$ cat src/rtl/dma_req_seq_mux.sv
// N-channel round-robin DMA request arbiter with an in-order grant queue that
// steers the data-path mux beat by beat and pulses done after each transfer.
module dma_req_seq_mux #(
  parameter int N_CHAN    = 4,
  parameter int CHAN_BITS = $clog2(N_CHAN),
  parameter int DATA_BITS = 512,
  parameter int ADDR_BITS = 64,
  parameter int LEN_BITS  = 28,
  parameter int SEQ_DEPTH = 8
) (
  input  logic                          aclk,
  input  logic                          aresetn,
  input  logic [N_CHAN-1:0]             s_req_valid,
  output logic [N_CHAN-1:0]             s_req_ready,
  input  logic [N_CHAN*ADDR_BITS-1:0]   s_req_addr,
  input  logic [N_CHAN*LEN_BITS-1:0]    s_req_len,
  input  logic [N_CHAN-1:0]             s_req_ctl,
  output logic                          m_req_valid,
  input  logic                          m_req_ready,
  output logic [ADDR_BITS-1:0]          m_req_addr,
  output logic [LEN_BITS-1:0]           m_req_len,
  output logic                          m_req_ctl,
  output logic [CHAN_BITS-1:0]          m_req_vfid,
  input  logic                          data_beat,
  output logic                          mux_valid,
  output logic [CHAN_BITS-1:0]          mux_vfid,
  output logic                          mux_ctl,
  output logic                          mux_done,
  output logic [$clog2(SEQ_DEPTH):0]    seq_count,
  output logic                          err_beat
);
  localparam int BYTES = DATA_BITS / 8;
  localparam int BSH   = $clog2(BYTES);
  localparam int BW    = LEN_BITS + 1;
  localparam int PW    = $clog2(SEQ_DEPTH);
  localparam int CW    = PW + 1;

  typedef struct packed {
    logic [CHAN_BITS-1:0] vfid;
    logic [BW-1:0]        beats;
    logic                 ctl;
  } seq_ent_t;

  typedef enum logic {S_IDLE, S_ACTIVE} trk_t;

  logic [CHAN_BITS-1:0] rr_ptr, win;
  logic [CHAN_BITS:0]   cand;
  logic                 any, acc, pop, last;
  logic [LEN_BITS-1:0]  w_len;
  logic [BW-1:0]        w_beats;
  logic [PW-1:0]        wr_ptr, rd_ptr;
  seq_ent_t             mem [SEQ_DEPTH];
  seq_ent_t             head;
  trk_t                 state;
  logic [BW-1:0]        beat_cnt, cur_beats;

  // Round-robin search starting at rr_ptr; first valid channel wins.
  always_comb begin
    any  = 1'b0;
    win  = '0;
    cand = '0;
    for (int i = 0; i < N_CHAN; i++) begin
      cand = {1'b0, rr_ptr} + (CHAN_BITS+1)'(i);
      if (cand >= (CHAN_BITS+1)'(N_CHAN)) cand = cand - (CHAN_BITS+1)'(N_CHAN);
      if (!any && s_req_valid[cand[CHAN_BITS-1:0]]) begin
        any = 1'b1;
        win = cand[CHAN_BITS-1:0];
      end
    end
  end

  assign acc = any && (!m_req_valid || m_req_ready) && (seq_count != CW'(SEQ_DEPTH));

  always_comb begin
    s_req_ready = '0;
    if (acc) s_req_ready[win] = 1'b1;
  end

  // Beat count rounds up; a zero-length request still occupies one beat.
  assign w_len = s_req_len[win*LEN_BITS +: LEN_BITS];
  always_comb begin
    w_beats = ({1'b0, w_len} + BW'(BYTES-1)) >> BSH;
    if (w_beats == '0) w_beats = BW'(1);
  end

  assign head = mem[rd_ptr];
  assign last = (state == S_ACTIVE) && data_beat && (beat_cnt == cur_beats - BW'(1));
  assign pop  = (seq_count != '0) && ((state == S_IDLE) || last);

  always_ff @(posedge aclk)
    if (acc) mem[wr_ptr] <= '{vfid: win, beats: w_beats, ctl: s_req_ctl[win]};

  always_ff @(posedge aclk) begin
    if (!aresetn) begin
      rr_ptr      <= '0;
      m_req_valid <= 1'b0;
      m_req_addr  <= '0;
      m_req_len   <= '0;
      m_req_ctl   <= 1'b0;
      m_req_vfid  <= '0;
      wr_ptr      <= '0;
      rd_ptr      <= '0;
      seq_count   <= '0;
      state       <= S_IDLE;
      beat_cnt    <= '0;
      cur_beats   <= '0;
      mux_valid   <= 1'b0;
      mux_vfid    <= '0;
      mux_ctl     <= 1'b0;
      mux_done    <= 1'b0;
      err_beat    <= 1'b0;
    end else begin
      if (acc) begin
        rr_ptr      <= (win == CHAN_BITS'(N_CHAN-1)) ? '0 : win + 1'b1;
        m_req_valid <= 1'b1;
        m_req_addr  <= s_req_addr[win*ADDR_BITS +: ADDR_BITS];
        m_req_len   <= w_len;
        m_req_ctl   <= s_req_ctl[win];
        m_req_vfid  <= win;
        wr_ptr      <= wr_ptr + 1'b1;
      end else if (m_req_ready) begin
        m_req_valid <= 1'b0;
      end

      if (pop) rd_ptr <= rd_ptr + 1'b1;
      case ({acc, pop})
        2'b10:   seq_count <= seq_count + CW'(1);
        2'b01:   seq_count <= seq_count - CW'(1);
        default: ;
      endcase

      mux_done <= 1'b0;
      if (data_beat && state == S_IDLE) err_beat <= 1'b1;
      if (state == S_ACTIVE && data_beat && !last) beat_cnt <= beat_cnt + BW'(1);
      if (last) mux_done <= 1'b1;
      // A pop either starts the first transfer or chains straight into the next.
      if (pop) begin
        state     <= S_ACTIVE;
        mux_valid <= 1'b1;
        mux_vfid  <= head.vfid;
        mux_ctl   <= head.ctl;
        cur_beats <= head.beats;
        beat_cnt  <= '0;
      end else if (last) begin
        state     <= S_IDLE;
        mux_valid <= 1'b0;
        beat_cnt  <= '0;
      end
    end
  end
endmodule

$ cat config.mk
export PLATFORM = sky130hd
export DESIGN_NAME = dma_req_seq_mux
export DESIGN_NICKNAME = d
export VERILOG_FILES = /design/src/rtl/dma_req_seq_mux.sv
export SDC_FILE = /design/constraint.sdc
export NUM_CORES = 1
export LEC_CHECK = 0
export ABC_AREA = 1
export BUFFER_PORTS_ARGS = -buffer_cell sky130_fd_sc_hd__buf_2
export CORE_MARGIN = 1.5
export CORE_UTILIZATION = 48
export DETAILED_ROUTE_END_ITERATION = 8
export PLACE_DENSITY = 0.82
export SYNTH_ARGS = -nofsm -noshare
export SYNTH_HDL_FRONTEND = slang
export SYNTH_SLANG_ARGS = --single-unit
$ cat constraint.sdc
create_clock -name aclk -period 6 [get_ports aclk]
set_input_delay 1.5 -clock aclk [delete_from_list [all_inputs] [get_ports aclk]]
set_output_delay 1.5 -clock aclk [all_outputs]
set_load 0.1 [all_outputs]
==> flow_summary.toml, run 1 <==
[hold_path]
min-delay-start = "beat_cnt[28]"
hp-class = "reg2reg"

[sta]
rsz0062_at_grt = "no"
finClkSkew_ns = 0.02579
tns_ns = 0
fin_crit_ns = 5.279
max_slew_margin_pct = 22.90
max_freq_mhz = 189.4
finalHoldViolations = 0
slew_viol_final = 0
tightest_slew_ns = 1.153
period_share_pct = 87.99
setup_viol = 0

[cts]
clock-sinks = 374
root_buffer = "clkbuf_16"
cts_hold_buf = 0
cts_resized = 0
cts_setup_buffers = 0
h-tree-depth = 2
cts_tree = "yes"
clk_pin_slew_worst_paths_ns = 0.06
insertion_delay_ns = 0.59
cts_buffer_depth = 3
cts-buffers-inserted = 41

[logic_synthesis]
synth.top_cell.area_share_pct = 31.08
synthTopCellsByCount = "nand2_1, nor2_1, inv_1"
synth-async-reset-ratio_pct = 0
synth_edf_count = 208
synth_top_area_cell = "edfxtp_1"
synthTopCellsByArea = "edfxtp_1, dfxtp_1, nand2_1, o21ai_0, nor2_1"
synth_area_sq_um = 20100
post-synth-top-count-cell = "nand2_1"
synth.distinct_cells = 46
synthesis.nets = 2910
yosysWarnings = 0
synthCells = 2518
ys_dominant_reg_cell = "edfxtp_1"
seq_area_frac_synth_pct = 47.61
synth.avg_cell_area_sq_um = 7.982
synth_seq_cells = 374

[route]
drt.antenna.violating_nets = 0
routedWlPerCell_microns = 23.74
vias = 20584
drc = 0
wl_microns = 82920
via_per_inst = 5.893
drt-initial-drc-count = 2598
dr.pass1.iters = 8

[grt]
grt_pass1_vias = 19199
overflow = 0
antenna_found_initial = 22
gr-usage-met1_pct = 51.39
grt_pass1_wl_microns = 120900
top_usage_layer = "met2"
grtUsageMet3_pct = 6.188
grt_usage_pct = 37.34
grt_max_degree = 122
grtUsageMet2_pct = 60.04

[floorplanning]
io_pins = 490
core-area_sq_um = 41110
die_x_microns = 207.6
die_h_microns = 207.6
start_util_pct = 48.89
std_cell_rows = 74
die_area_sq_um = 43110

[setup_path]
regToRegStartpoint = "rr_ptr[0]"
crit_top_cell = "nand2_1"
crit_path_end_kind = "primary output"
slowest_delay_ns = 0.49
critPathLaunchType = "input pin"
path_cells = "buf_2 -> inv_1 -> nand2_1 -> nand2_1 -> nand2_1 -> nand2_1 -> nand2_2 -> nand2_2 -> nand2_4 -> nand3_4 -> buf_4 -> ha_1 -> inv_1 -> nor2_1 -> buf_12"
cp_slowest_cell = "buf_4"
crit_start = "s_req_valid[2]"
cp.required_ns = 4.50
path_class = "in2out"
cp_max_fo = 51
arrival_ns = 3.78

[place]
post_dp_cell_area_sq_um = 22790
portBuffers = 489
hpwlAfterDp_microns = 61180
gp_congestion = 1.150

[status]
status = "finished clean"

[layout]
stdcell_area_sq_um = 24240
nFillCells = 3628
drive_gt1_share_pct = 22.14
areaGrowthSynthToFinish_pct = 20.61
final_nets = 3304

[flow_run]
drv_cap = 0
-- logic make-up after synthesis --
kind of cell,Yosys count,share of synthesized area [%]
buf+inv,429,8.684
xor+xnor,68,2.963
fa+ha+maj,12,0.7844
compound gates,605,18.28
flops,374,47.61
simple gates,1030,21.68
-- layout make-up --
| cell class | count | area, sq um | area share, % |
|---|---|---|---|
| Antenna cell | 16 | 40.04 | 0.1652 |
| Tap cell | 532 | 665.6 | 2.746 |
| Sequential cell | 374 | 9570 | 39.48 |
| Inverter | 265 | 1006 | 4.150 |
| Clock inverter | 29 | 341.6 | 1.409 |
| Clock buffer | 47 | 1069 | 4.408 |
| Timing Repair Buffer | 515 | 2718 | 11.21 |
| Multi-Input combinational cell | 1715 | 8832 | 36.43 |
-- sequential cells by signal, summed over array words and instances (netlist names) --
signal,flops
beat_cnt,29
cur_beats,23
err_beat,1
m_req_addr,64
m_req_ctl,1
m_req_len,28
m_req_valid,1
m_req_vfid,2
mem,208
mux_ctl,1
mux_done,1
mux_vfid,2
rd_ptr,3
rr_ptr,2
seq_count,4
state,1
wr_ptr,3
-- path summary, 6_finish.rpt --
check                           slack (ns)  cells after the start        endpoint
worst max-delay path                  0.72                     15  s_req_ready[0]
worst min-delay path                  0.47                      2    beat_cnt[28]
worst max register to register        1.34                     23       mem[6][1]
worst min register to register        0.47                      2    beat_cnt[28]
-- metal layers --
layer	vias up	routed length, microns	part of all wire, %
met1	9839	34150	41
met4	2	2465	3.0
met3	148	7414	8.9
met5	-	15	0.018
li1	9427	-	-
met2	1168	38880	47
-- through the flow --
stage	std cells	setup WS, ns	hold slack, ns	utilization, %
after CTS	3477	0.7365	0.4662	58.87
after floorplan	2518	0.003265	0.4409	-
after detailed placement	3401	0.7575	0.4568	55.44
final	3493	0.7206	0.4655	58.97
after global placement	3401	0.7426	0.4514	55.44
after global routing	3491	0.5427	0.4969	58.96
-- critical path, delay by kind of cell --
family	cells	cell delay [ns]
buffers and inverters	5	0.91
AND/OR/NAND/NOR	9	1.08
adder cells (fa/ha/maj)	1	0.24
-- layout by cell type, fill, tap and decap left out, types with 67 or more instances in the layout --
cell type / instances
o221ai_1: 67
o21ai_0: 240
buf_2: 484
a21oi_1: 141
o211ai_1: 98
inv_1: 250
nand3_1: 95
dfxtp_1: 165
edfxtp_1: 208
nor2_1: 292
nand2_1: 498
Power of run 1 is not shown: default switching activity piles up to over one toggle a cycle in this logic, so the estimate is an artifact.
==> inputs of run 2 (changes only) <==
- CORE_MARGIN: 1.5 -> 2
==> flow_summary.toml, run 2 (same netlist as run 1, synthesis figures left out) <==
[status]
status = "finished clean"

[hold_path]
hp-class = "reg2reg"
min-delay-start = "beat_cnt[28]"

[layout]
nFillCells = 3698
largest_reg_flops = 208
drive_gt1_share_pct = 21.82
top_register = "mem"
areaGrowthSynthToFinish_pct = 19.92
mostFrequentLayoutCell = "nand2_1"
final_nets = 3299
regArea_sq_um = 9570
multiInputGateArea_sq_um = 8832
layout_common_cells = "nand2_1, buf_2, nor2_1"
reg_top3 = "mem x208, m_req_addr x64, beat_cnt x29"

[sta]
tns_ns = 0
finalHoldViolations = 0
max_slew_margin_pct = 21.36
fin_crit_ns = 5.455
period_share_pct = 90.92
setup_viol = 0
slew_viol_final = 0
max_freq_mhz = 183.3
finClkSkew_ns = 0.02364
rsz0062_at_grt = "no"
tightest_slew_ns = 1.176

[cts]
cts_tree = "yes"
clock-sinks = 374
clk_pin_slew_worst_paths_ns = 0.06
cts_setup_buffers = 0
cts_buffer_depth = 3
insertion_delay_ns = 0.57
h-tree-depth = 2
cts-buffers-inserted = 39
root_buffer = "clkbuf_16"
cts_hold_buf = 0
cts_resized = 0

[grt]
grt_pass1_wl_microns = 117700
grt_max_degree = 97
grt_pass1_vias = 19277
overflow = 0
grt_usage_pct = 35.45
antenna_found_initial = 26

[place]
portBuffers = 489
gp_congestion = 1.057
hpwlAfterDp_microns = 58970

[setup_path]
arrival_ns = 3.95
crit_start = "s_req_valid[3]"
regToRegStartpoint = "rr_ptr[0]"
cp.required_ns = 4.50
crit_path_end_kind = "primary output"
path_class = "in2out"
cp_max_fo = 41
critPathLaunchType = "input pin"

[floorplanning]
io_pins = 490
die_area_sq_um = 43530
die_h_microns = 208.6
die_x_microns = 208.6
start_util_pct = 48.89
core-area_sq_um = 41110
std_cell_rows = 74

[route]
vias = 20593
dr.pass1.iters = 6
drt.antenna.violating_nets = 0
drc = 0
wl_microns = 79810
routedWlPerCell_microns = 22.90
drt-initial-drc-count = 2479
via_per_inst = 5.909

[flow_run]
drv_cap = 0
run 2: cell count changes in the layout (fill, tap and decap cells not counted), moves of 2 or more:
cell / before / now
clkinv_1: 3 / 7
buf_4: 26 / 23
clkbuf_16: 41 / 39
clkinvlp_2: 2 / 0
clkinvlp_4: 4 / 2
run 2: cell type report:
type                            instances  area share, %
Antenna cell                           15         0.1557
Clock buffer                           44          4.174
Clock inverter                         28          1.204
Inverter                              265          4.174
Multi-Input combinational cell       1715          36.64
Sequential cell                       374          39.71
Tap cell                              532          2.762
Timing Repair Buffer                  512          11.18
run 2: per-layer routing:
layer	GRT usage (%)	vias to the layer above	part of all wire (%)
li1	-	9409	-
met1	49.08	9837	41
met2	55.56	1165	46
met3	6.703	170	9.7
met4	13.10	12	3.8
met5	0	-	0.089
run 2: worst max-delay path: stages:
cell     delay (ns)
buf_2          0.09
inv_1          0.05
nand2_2        0.06
nand3_1        0.11
nand2_1        0.11
inv_1          0.10
nand3_4        0.42
nand3_1        0.78
nor2_1         0.48
buf_12         0.22
run 2: path summary, 6_finish.rpt:
check                                 endpoint  cells after the start  slack [ns]
worst max-delay path            s_req_ready[0]                     10        0.55
worst min-delay path              beat_cnt[28]                      2        0.47
worst max register to register       mem[1][1]                     23        1.32
worst min register to register    beat_cnt[28]                      2        0.47
run 2: per-stage QoR:
stage	hold WS [ns]	instances	utilization, %	area (sq um)	setup slack [ns]
floorplan	0.4409	2518	-	20110	0.003265
global placement	0.4468	3398	55.39	22770	0.6643
detailed placement	0.4602	3398	55.39	22770	0.6065
CTS	0.4687	3470	58.54	24070	0.5770
global route	0.5173	3484	58.63	24100	0.3614
finish	0.4689	3485	58.63	24100	0.5450
Power of run 2 is left out for the same reason.
==> inputs of run 3 (changes only) <==
- CORE_MARGIN: 2 -> not set
==> flow_summary.toml, run 3 (same netlist as run 1, synthesis figures left out) <==
[status]
status = "finished clean"

[floorplanning]
core-area_sq_um = 41110
start_util_pct = 48.89
std_cell_rows = 74
io_pins = 490
die_h_microns = 206.6
die_x_microns = 206.6
die_area_sq_um = 42700

[grt]
grt_pass1_vias = 18856
grt_pass1_wl_microns = 114600
grtUsageMet3_pct = 12.31
top_usage_layer = "met2"
grt_usage_pct = 36.11
antenna_found_initial = 28
gr-usage-met1_pct = 47.50
grtUsageMet2_pct = 54.14
grt_max_degree = 124
overflow = 0

[layout]
layout_common_cells = "nand2_1, buf_2, nor2_1"
mostFrequentLayoutCell = "nand2_1"
areaGrowthSynthToFinish_pct = 20.01
reg_top3 = "mem x208, m_req_addr x64, beat_cnt x29"
nFillCells = 3707
fin_cells = 3495
finish.utilization_pct = 58.67
drive_gt1_share_pct = 21.81
top_register = "mem"
final_nets = 3304
largest_reg_flops = 208

[cts]
cts_tree = "yes"
h-tree-depth = 2
cts_setup_buffers = 0
clock-sinks = 374
cts-buffers-inserted = 39
insertion_delay_ns = 0.57
cts_resized = 0
root_buffer = "clkbuf_16"
cts_hold_buf = 0
cts_buffer_depth = 3
clk_pin_slew_worst_paths_ns = 0.06

[route]
drt-initial-drc-count = 2366
via_per_inst = 5.895
vias = 20604
routedWlPerCell_microns = 22.82
drt.antenna.violating_nets = 0
dr.pass1.iters = 6
drc = 0
wl_microns = 79740

[setup_path]
cp.required_ns = 4.50
cp_max_fo = 40
path_class = "in2out"
crit_path_end_kind = "primary output"
crit_top_cell = "nand2_2"
slowest_delay_ns = 0.37
cp_slowest_cell = "inv_4"
path_cells = "buf_2 -> inv_1 -> nand2_2 -> nand3_1 -> nand2_1 -> nand2_2 -> nand2_2 -> nand2_4 -> nand3_4 -> inv_4 -> ha_1 -> inv_1 -> nor2_2 -> buf_12"
arrival_ns = 3.76
critPathLaunchType = "input pin"

[flow_run]
drv_cap = 0

[sta]
setup_viol = 0
max_freq_mhz = 190.2
period_share_pct = 87.62
tightest_slew_ns = 1.205
max_slew_margin_pct = 18.83
finalHoldViolations = 0
tns_ns = 0
slew_viol_final = 0
finClkSkew_ns = 0.02797
holdWs_ns = 0.4691
fin_crit_ns = 5.257
rsz0062_at_grt = "no"

[place]
gp_congestion = 0.9943
portBuffers = 489
hpwlAfterDp_microns = 58460
dpl.cell_count = 3403

[hold_path]
hp-class = "reg2reg"
run 3: layer usage:
layer	wire, microns	vias up
met5	149	-
met4	2952	6
met3	9524	223
met2	35590	1251
met1	31520	9706
li1	-	9418
run 3: final cells by class:
| class | count | area, sq um | share of cell area [%] |
|---|---|---|---|
| sequential | 374 | 9570 | 39.68 |
| multi-input combinational | 1715 | 8832 | 36.62 |
| timing repair buffer | 517 | 2745 | 11.38 |
| clock buffer | 48 | 1031 | 4.274 |
| inverter | 265 | 1006 | 4.171 |
| tap | 532 | 665.6 | 2.760 |
| clock inverter | 24 | 220.2 | 0.9130 |
| antenna | 20 | 50.05 | 0.2075 |
run 3: final timing paths:
kind                                     start        endpoint  slack (ns)  depth (start not counted)
worst max-delay path            s_req_valid[3]  s_req_ready[1]        0.74                         14
worst min-delay path              beat_cnt[28]    beat_cnt[28]        0.47                          2
worst max register to register       rr_ptr[0]       mem[0][1]        1.50                         24
worst min register to register    beat_cnt[28]    beat_cnt[28]        0.47                          2
run 3: critical path: cells and delay by family:
| kind | cells | cell delay (ns) |
|---|---|---|
| adders and majority gates | 1 | 0.20 |
| buffers and inverters | 5 | 0.78 |
| and+or+nand+nor | 8 | 1.24 |
run 3: stage by stage:
| step | worst slack, ns | cell area (sq um) |
|---|---|---|
| 2_1_floorplan | 0.003265 | 20110 |
| 3_3_place_gp | 0.8181 | 22820 |
| 3_5_place_dp | 0.7763 | 22820 |
| 5_1_grt | 0.5659 | 24120 |
| 6_report | 0.7429 | 24120 |
| 4_1_cts | 0.7766 | 24070 |
Power of run 3 is left out for the same reason.
